--- config.mk ---
export PLATFORM = sky130hd
export DESIGN_NAME = mem_stage
export DESIGN_NICKNAME = d
export VERILOG_FILES = /design/src/rtl/mem_stage_pkg.sv /design/src/rtl/mem_load_ext.sv /design/src/rtl/mem_stage.sv
export SDC_FILE = /design/constraint.sdc
export NUM_CORES = 1
export LEC_CHECK = 0
export ABC_AREA = 1
export BUFFER_PORTS_ARGS = -buffer_cell sky130_fd_sc_hd__buf_4
export CAP_MARGIN = 40
export CORE_AREA = 2 2 189 191
export CTS_BUF_LIST = sky130_fd_sc_hd__clkbuf_8
export DETAILED_ROUTE_END_ITERATION = 8
export DIE_AREA = 0 0 191 193
export MAX_ROUTING_LAYER = met4
export PLACE_DENSITY_LB_ADDON = 0.3
export SYNTH_ARGS = -nofsm -noshare
export SYNTH_HDL_FRONTEND = slang
export SYNTH_SLANG_ARGS = --single-unit
--- constraint.sdc ---
create_clock -name clk -period 2.55 [get_ports clk]
set_clock_uncertainty 0.2 [all_clocks]
set_input_delay 0.1275 -clock clk [delete_from_list [all_inputs] [get_ports clk]]
set_output_delay 0.1275 -clock clk [all_outputs]
set_load 0.005 [all_outputs]
--- src/rtl/mem_stage_pkg.sv ---
// Shared definitions for the MEM pipeline stage: bus layouts, load opcodes,
// exception indices and the response-tracking FSM encoding.
package mem_stage_pkg;

  localparam int EXE_BUS_W = 191;
  localparam int WB_BUS_W  = 220;
  localparam int WR_BUS_W  = 39;

  localparam int EX_SYS  = 0;
  localparam int EX_ADEF = 1;
  localparam int EX_ALE  = 2;
  localparam int EX_BRK  = 3;
  localparam int EX_INE  = 4;
  localparam int EX_INT  = 5;

  localparam logic [9:0] OP_LD_B  = 10'h0a0;
  localparam logic [9:0] OP_LD_H  = 10'h0a1;
  localparam logic [9:0] OP_LD_W  = 10'h0a2;
  localparam logic [9:0] OP_LD_BU = 10'h0a8;
  localparam logic [9:0] OP_LD_HU = 10'h0a9;

  typedef enum logic [1:0] {
    S_IDLE = 2'd0,
    S_WAIT = 2'd1,
    S_HOLD = 2'd2,
    S_DROP = 2'd3
  } mem_state_e;

  typedef struct packed {
    logic        csr_we;
    logic [13:0] csr_num;
    logic [31:0] csr_wmask;
    logic [31:0] csr_wvalue;
    logic        inst_ertn;
    logic [5:0]  ex_type;
    logic [31:0] exe_result;
    logic        res_from_mem;
    logic        gr_we;
    logic [4:0]  dest;
    logic [31:0] pc;
    logic [31:0] inst;
    logic        ls_cancel;
    logic        mem_we;
  } exe_bus_t;

  // True when EXE actually handed a request to the data SRAM for this instruction.
  function automatic logic is_mem_acc(input exe_bus_t b);
    return (b.res_from_mem | b.mem_we) & ~b.ls_cancel & ~(|b.ex_type);
  endfunction

endpackage

--- src/rtl/mem_load_ext.sv ---
// Load-data alignment and sign/zero extension for ld.b/bu/h/hu/w.
module mem_load_ext
  import mem_stage_pkg::*;
(
  input  logic [9:0]  op,
  input  logic [1:0]  off,
  input  logic [31:0] rdata,
  output logic [31:0] load_data
);

  logic [7:0]  byte_s;
  logic [15:0] half_s;

  always_comb begin
    byte_s    = rdata[{off, 3'b000} +: 8];
    half_s    = off[1] ? rdata[31:16] : rdata[15:0];
    load_data = rdata;
    case (op)
      OP_LD_B:  load_data = {{24{byte_s[7]}}, byte_s};
      OP_LD_BU: load_data = {24'h000000, byte_s};
      OP_LD_H:  load_data = {{16{half_s[15]}}, half_s};
      OP_LD_HU: load_data = {16'h0000, half_s};
      OP_LD_W:  load_data = rdata;
      default:  load_data = rdata;
    endcase
  end

endmodule

--- src/rtl/mem_stage.sv ---
// MEM stage of the LA32R pipeline: holds the EXE result, tracks the data-SRAM
// response, extends load data and forwards to WB.
module mem_stage
  import mem_stage_pkg::*;
(
  input  logic                 clk,
  input  logic                 resetn,
  output logic                 MEM_allow_in,
  input  logic                 EXE_to_MEM_valid,
  input  logic [EXE_BUS_W-1:0] EXE_to_MEM_bus,
  output logic                 MEM_to_WB_valid,
  input  logic                 WB_allow_in,
  output logic [WB_BUS_W-1:0]  MEM_to_WB_bus,
  input  logic                 data_sram_data_ok,
  input  logic [31:0]          data_sram_rdata,
  output logic [WR_BUS_W-1:0]  MEM_wr_bus,
  output logic                 MEM_ex,
  output logic                 MEM_ertn,
  output logic                 ldst_cancel,
  input  logic                 wb_ex,
  input  logic                 ertn_flush
);

  exe_bus_t   bus_q, bus_d, in_bus_s;
  logic       valid_q, valid_d;
  mem_state_e state_q, state_d;
  logic [31:0] buf_q, buf_d;

  logic        flush_s, mem_acc_s, ready_go_s, allow_in_s, latch_s, new_acc_s;
  logic [31:0] rd_s, load_data_s, final_s;

  assign in_bus_s  = EXE_to_MEM_bus;
  assign flush_s   = wb_ex | ertn_flush;
  assign mem_acc_s = is_mem_acc(bus_q);

  always_comb begin
    ready_go_s = ~mem_acc_s | ((state_q == S_WAIT) & data_sram_data_ok) | (state_q == S_HOLD);
    allow_in_s = (state_q != S_DROP) & (~valid_q | (ready_go_s & WB_allow_in));
    latch_s    = EXE_to_MEM_valid & allow_in_s;
    new_acc_s  = latch_s & is_mem_acc(in_bus_s) & ~flush_s;
  end

  always_comb begin
    valid_d = valid_q;
    bus_d   = bus_q;
    if (flush_s) begin
      valid_d = 1'b0;
    end else if (allow_in_s) begin
      valid_d = EXE_to_MEM_valid;
    end else begin
      valid_d = valid_q;
    end
    if (latch_s) begin
      bus_d = in_bus_s;
    end else begin
      bus_d = bus_q;
    end
  end

  // A flushed request still owes one response; S_DROP absorbs it before new issues.
  always_comb begin
    state_d = state_q;
    buf_d   = buf_q;
    case (state_q)
      S_IDLE: begin
        if (new_acc_s) state_d = S_WAIT;
        else           state_d = S_IDLE;
      end
      S_WAIT: begin
        if (data_sram_data_ok) begin
          if (flush_s) begin
            state_d = S_IDLE;
          end else if (!WB_allow_in) begin
            state_d = S_HOLD;
            buf_d   = data_sram_rdata;
          end else if (new_acc_s) begin
            state_d = S_WAIT;
          end else begin
            state_d = S_IDLE;
          end
        end else if (flush_s) begin
          state_d = S_DROP;
        end else begin
          state_d = S_WAIT;
        end
      end
      S_HOLD: begin
        if (flush_s)          state_d = S_IDLE;
        else if (WB_allow_in) state_d = new_acc_s ? S_WAIT : S_IDLE;
        else                  state_d = S_HOLD;
      end
      S_DROP: begin
        if (data_sram_data_ok) state_d = S_IDLE;
        else                   state_d = S_DROP;
      end
      default: state_d = S_IDLE;
    endcase
  end

  always_ff @(posedge clk or negedge resetn) begin
    if (!resetn) begin
      valid_q <= 1'b0;
      bus_q   <= '0;
      state_q <= S_IDLE;
      buf_q   <= 32'h0000_0000;
    end else begin
      valid_q <= valid_d;
      bus_q   <= bus_d;
      state_q <= state_d;
      buf_q   <= buf_d;
    end
  end

  assign rd_s = (state_q == S_HOLD) ? buf_q : data_sram_rdata;

  mem_load_ext u_load_ext (
    .op        (bus_q.inst[31:22]),
    .off       (bus_q.exe_result[1:0]),
    .rdata     (rd_s),
    .load_data (load_data_s)
  );

  assign final_s = bus_q.res_from_mem ? load_data_s : bus_q.exe_result;

  assign MEM_allow_in    = allow_in_s;
  assign MEM_to_WB_valid = valid_q & ready_go_s & ~flush_s;
  assign MEM_to_WB_bus   = {bus_q.csr_we, bus_q.csr_num, bus_q.csr_wmask, bus_q.csr_wvalue,
                            bus_q.inst_ertn, bus_q.ex_type, bus_q.exe_result, final_s,
                            bus_q.gr_we, bus_q.dest, bus_q.pc, bus_q.inst};
  assign MEM_wr_bus      = {valid_q & bus_q.gr_we, valid_q & bus_q.res_from_mem & ~ready_go_s,
                            bus_q.dest, final_s};
  assign MEM_ex          = valid_q & (|bus_q.ex_type);
  assign MEM_ertn        = valid_q & bus_q.inst_ertn;
  assign ldst_cancel     = MEM_ex | MEM_ertn;

endmodule

=== After elaboration in Yosys (flattened, before gate mapping) ===
Cells that the tools add are included.

* Bits in registers: 226
* Bits of input ports: 230
* Word-level logic and storage cells: 77

* Equal/unequal tests: 8
* Shift operators: 1
* Multiplexer cells: 13
* Bitwise operators: 33
* Reduce and logical (&&, ||, !) cells: 5

{| class="wikitable"
|+ Operator list
! operator !! number
|-
| 32-bit case mux with 4 select lines || 1
|-
| 32-bit two-way mux || 2
|-
| 10-bit by 8-bit equality test with 1-bit output (second input constant) || 4
|-
| 32-bit by 6-bit variable part select with 8-bit output || 1
|-
| 1-bit bitwise AND || 17
|-
| 16-bit two-way mux || 1
|-
| 6-bit OR reduction || 2
|-
| 2-bit two-way mux || 5
|-
| 1-bit inverter || 9
|-
| 2-bit case mux with 4 select lines || 1
|-
| 1-bit OR || 7
|-
| 2-bit equality test (second input constant) || 2
|-
| 4-bit AND reduction || 1
|-
| 1-bit two-way mux || 3
|-
| 2-bit by 1-bit equality test with 1-bit output (second input constant) || 1
|-
| 2-bit zero test || 1
|-
| 2-bit inequality test (second input constant) || 1
|-
| 2-bit nonzero test || 1
|}

=== Longest topological paths before layout ===
* Depth in word-level cells: 17
* Gate-level depth with buffers: 13
* Gate-level depth less buffers: 11

=== By module ===
A second synthesis with hierarchy kept.

* Cell total of the unflattened synthesis: 1591
* Area, all modules: 12714.7 sq um

{| class="wikitable"
|+ By module, submodules not included
! module !! instances !! cells each !! area an instance (sq um) !! seq. area each (sq um)
|-
| mem_stage || 1 || 1356 || 11459.7 || 5655.4
|-
| mem_load_ext || 1 || 235 || 1255.0 || 0.0
|}

=== Least setup slack after synthesis ===
Ideal clock, no wire load.

* Kind: flip-flop to output port
* From: register bus_q, in the netlist MEM_to_WB_bus[31]
* To: output MEM_wr_bus[3]
* Arrival time: 1633 ps
* Required time: 2223 ps
* Setup slack: 589 ps
* Stages on the path, launching flop included: 10
* Path buffers: 2
* Path through: dfrtp_1 nor2_1 nand2_1 nor2_2 inv_1 clkbuf_1 nor2_1 nand3_1 a21oi_1 buf_4

* Word-level cells in the longest chain between the ends: 3
* Elaborated cells on any way between the ends: 6
* Those cells by class: 4 x eq/ne; 2 x mux

{| class="wikitable"
|+ RTL lines
! what !! line !! text
|-
| start, declared || mem_stage.sv:24 || <nowiki>exe_bus_t bus_q, bus_d, in_bus_s;</nowiki>
|-
| start signal, assigned || mem_stage.sv:108 || <nowiki>bus_q <= bus_d;</nowiki>
|-
| 10-bit by 8-bit equality test with 1-bit output || mem_load_ext.sv:18 || <nowiki>case (op)</nowiki>
|-
| 32-bit case mux with 4 select lines (*) || mem_load_ext.sv:18 ||
|-
| 32-bit two-way mux (*) || mem_stage.sv:123 || <nowiki>assign final_s = bus_q.res_from_mem ? load_data_s : bus_q.exe_result;</nowiki>
|-
| end, declared || mem_stage.sv:16 || <nowiki>output logic [WR_BUS_W-1:0] MEM_wr_bus,</nowiki>
|}

Every way passes the cells marked *; elsewhere a longest branch is shown, timed or not.

=== Worst setup path in the final report ===
* From: register state_q[0]
* To: output MEM_wr_bus[31]

* Word-level cells in the longest chain between the ends: 5
* Elaborated cells on any way between the ends: 6
* Those cells by class: 1 x eq/ne; 1 x shift; 4 x mux

{| class="wikitable"
|+ RTL lines
! what !! line !! text
|-
| start, declared || mem_stage.sv:26 || <nowiki>mem_state_e state_q, state_d;</nowiki>
|-
| start signal, assigned || mem_stage.sv:109 || <nowiki>state_q <= state_d;</nowiki>
|-
| 2-bit equality test (*) || mem_stage.sv:114 || <nowiki>assign rd_s = (state_q == S_HOLD) ? buf_q : data_sram_rdata;</nowiki>
|-
| 32-bit two-way mux (*) || mem_stage.sv:114 ||
|-
| 32-bit by 6-bit variable part select with 8-bit output / 16-bit two-way mux (equally long branches) || mem_load_ext.sv:15, mem_load_ext.sv:16 ||
|-
| 32-bit case mux with 4 select lines (*) || mem_load_ext.sv:18 ||
|-
| 32-bit two-way mux (*) || mem_stage.sv:123 ||
|}

Marked as above.

==> results <==
- Setup repair after global routing could not meet its margin everywhere.
- The final number of hold-violating endpoints came to 0.
- The number of max-slew violations in the final report came to 0.
- At the end of routability-driven placement, the weighted congestion stood at about 0.9.
- The placed cell count is about 2,300.
- The clock root buffer master is sky130_fd_sc_hd__clkbuf_8.
- In the routed layout, each cell is associated on average with a via count of 4.88.
- The cell with the biggest individual delay on the critical path is sky130_fd_sc_hd__dfrtp_1.
- The floorplan die area is ~37,000 sq um.
- The peak per-stage delay on the critical path is roughly 0.42 ns.
- The clock-pin slew on the worst setup and hold paths is approximately 0.06 ns.
- The path type of the worst min-delay path is primary input to register.
- The wire length on met3 is around 3400 um.
- The instance count of the mapped netlist is between 1,500 and 2,000.
- For this run, the total global-route usage over all layers was measured as between 20% and 30%.
- In the final routing, the length of wire on met1 measures between 15,000 and 20,000 um.
- Overall power consumption after layout is estimated at approximately 11 mW.
- The initial utilization of the core area, before any placement, comes to about a third.
- The wire length on met2 is around 24,000 um.
- Of all cell types, the one taking the most synthesized area is sky130_fd_sc_hd__dfrtp_1.
- STA puts the critical path data arrival time at 2.34 ns.
- The initial antenna violation count was 2.
- The highest achievable clock rate is between 0.3 and 0.4 GHz.
- The number of cells on the worst reg-to-reg path is 12.
- The final standard cell count with taps included and fillers excluded is approximately 2,600.
- In this run the core area contains a little under 70 standard-cell rows.
- In this run the tightest slew margin relative to its limit is between 50% and 60%.
- The post-synthesis average cell area is slightly below 8 sq um.
- After detailed routing, the average wire length per cell comes to between 15 and 20 um.
- The clock passes through at most 3 buffers.
- The kind of end point of the critical path is an output pin.
- The share of the synthesized area in the top cell type is a little under half.
- Measured along the x axis, the die boundary spans around 190 um.
- Of all nets on the critical path, the largest fanout is 13.
- The checks that failed: setup timing.
- The total of max-cap violations is 0.
- For this design, the sink count on the clock tree is between 200 and 250.
- The post-placement worst setup slack is between 0.05 and 0.06 ns.
- Compared with the post-synthesis result, the final layout area differs by 59.7%.
- The critical path goes through inv_2, nand2_8, buf_12, nand2_2, nand3_1, nand3_2, nand3_4, clkbuf_16, nand3_1, nand2_1, inv_2, buf_4.
- The via count of the first global-routing pass is ~12,000.
- STA puts the critical path data required time at between 2 and 2.5 ns.
- The first global-routing pass estimated 68,200 um of wire.
- The die outline height is about 190 um.
- The number of clock buffers added by TritonCTS is 43.
- The number of I/O port buffers is a little under 500.
- The flow ran to the end, but the final reports show violations.
- Entering global routing, the biggest net connects ~100 pins.
- The transition time of the tightest slew-check pin is between 0.6 and 0.7 ns.
- The top-level I/O count is 494.
- By area the synthesized netlist is led by sky130_fd_sc_hd__dfrtp_1 (46%), sky130_fd_sc_hd__nand2_1 (16%), sky130_fd_sc_hd__buf_4 (14%), sky130_fd_sc_hd__nand3_1 (10%), sky130_fd_sc_hd__inv_1 (2.0%).
- Setup violations remaining at the end of the flow were counted as 53.
- At the end of the flow, the number of nets in the layout was 2,382.
- Across all layers, the routed design uses around 13,000 vias.
- The smallest clock period supported by the final layout is computed as roughly 2.7 ns.
- The antenna violation net count after detailed routing is 0.
- The clock tree from TritonCTS is built.
- The classification of the worst setup path is register to output pin.
- The highest layer touched by signal routing is met4.
- The number of iterations in the first detailed-routing pass is 5.
- Dividing total power by cell area gives a power density of around 550 nW/um^2.
- During synthesis, Yosys emitted a total of 0 warnings.
- In this run the cell area of the synthesized design comes to 12,300 sq um.
- The accumulated negative setup slack is -3.84 ns.
- Cells with a size suffix above 1 make up between 30% and 40% of the layout.
- The distinct cell type count after synthesis is 25.
- For this block, the initial DRC count from the detailed router was 849.
- The worst-case setup margin in the final layout is -0.118 ns.
- Synthesis inferred ~230 register bits.
- The worst hold path passes through 4 cells.
- Detailed placement ended at an HPWL of between 20,000 and 30,000 um.
- STA classifies the critical path startpoint as a register.
- Hold is met by around 0.12 ns.
- The clock latency on the worst-skew pair is between 0.5 and 0.6 ns.
- After detailed routing, the number of remaining DRC violations is 0.
- After synthesis, flip-flops and latches occupy 45.8% of the total area.
- The floorplan core area is ~35,000 sq um.
- The final cycle utilization of the critical path is 105%.
- The number of nets in the synthesized netlist is 1,832.
- In this run the static leakage power is just over 10 nW.
- Across the VDD grid, the largest voltage drop is around 0.45 mV.
- The final wirelength is 47,900 um.
- The H-tree generated during clock tree synthesis spans 2 levels.
- The final global-route overflow total is 0.
[synth_stat cells, drive strengths merged]
library cell    n
nand2         544
buf           273
nand3         258
dfrtp         226
inv            67
nor2           61
clkbuf         45
o21ai          40
a21oi          39
or2            17
mux2           15
nor3           11
nand4           2
and2            1
clkinv          1
nor4            1
o31ai           1
[routing by layer]
metal  global-route usage [%]  vias to the layer above
met5                        -                        -
met4                     9.84                        0
met3                     4.31                      126
met2                     41.2                      660
met1                     28.8                     6151
li1                         -                     5972
[cells by family (layout without fill, tap and decap cells)]
| group | Yosys count | count (layout) | share of synthesized area (%) |
|---|---|---|---|
| compound gates | 80 | 80 | 3.26 |
| flops | 226 | 226 | 45.8 |
| other cells | 0 | 2 | 0 |
| simple gates | 895 | 896 | 30.5 |
| buf+inv | 386 | 967 | 19.1 |
| mux | 15 | 15 | 1.37 |
[report_power, final]
part           internal, mW  total, mW  leakage [nW]  switching (mW)
Sequential             3.93       4.21          2.73           0.279
Clock                  2.18       3.85         0.518            1.67
Combinational          1.52       2.79          7.08            1.27
[worst paths after layout]
path                                    startpoint                  to  slack (ns)
min in group asynchronous                   resetn   MEM_to_WB_bus[33]        0.49
worst max register to register          state_q[1]   MEM_to_WB_bus[64]        0.05
worst min-delay path            EXE_to_MEM_bus[36]   MEM_to_WB_bus[34]        0.12
worst max-delay path                    state_q[0]      MEM_wr_bus[31]       -0.12
worst min register to register    MEM_to_WB_bus[0]    MEM_to_WB_bus[0]        0.27
max in group asynchronous                   resetn  MEM_to_WB_bus[204]        0.94
[worst max-delay path: cells and delay by family, from the launching register on]
kind | cells | cell delay (ns)
buffers and inverters | 5 | 0.70
AND/OR/NAND/NOR | 7 | 0.63
flip-flops | 1 | 0.42
[placed cells by master (no fill, tap or decap), drive strengths merged, types with 11 or more instances in the layout]
master       count
a21oi           39
dlygate4sd3    251
nand2          545
mux2            15
or2             17
buf            564
inv             79
nor2            61
clkbuf          62
nor3            11
o21ai           40
nand3          258
dfrtp          226
[repair_timing]
action / in CTS / in global routing
hold endpoints to repair: 452 / 0
cloned: 2 / 10
pin swaps: 8 / 35
buffers inserted: 8 / 19
resized for setup: 73 / 156
hold buffers: 251 / 0
endpoints found under the setup margin: 65 / 86
[flip-flops by register name, indices dropped and copies added (netlist names)]
| signal | cells |
|---|---|
| MEM_to_WB_bus | 188 |
| buf_q | 32 |
| bus_q | 3 |
| state_q | 2 |
| valid_q | 1 |
[layout make-up]
| cell class | count | area, sq um |
|---|---|---|
| Sequential cell | 226 | 5660 |
| Inverter | 68 | 263 |
| Multi-Input combinational cell | 991 | 5010 |
| Timing Repair Buffer | 822 | 7280 |
| Fill cell | 3016 | 15200 |
| Tap cell | 461 | 577 |
| Clock inverter | 21 | 160 |
| Antenna cell | 2 | 5.00 |
| Clock buffer | 56 | 771 |
[stage by stage]
| step | instance area (sq um) | util (%) |
|---|---|---|
| detailed placement | 15000 | 43.0 |
| global placement | 15000 | 43.0 |
| global route | 19700 | 56.4 |
| CTS | 18800 | 53.9 |
| finish | 19700 | 56.4 |
| floorplan | 12300 | - |
Power figures use the tool's default switching activity.
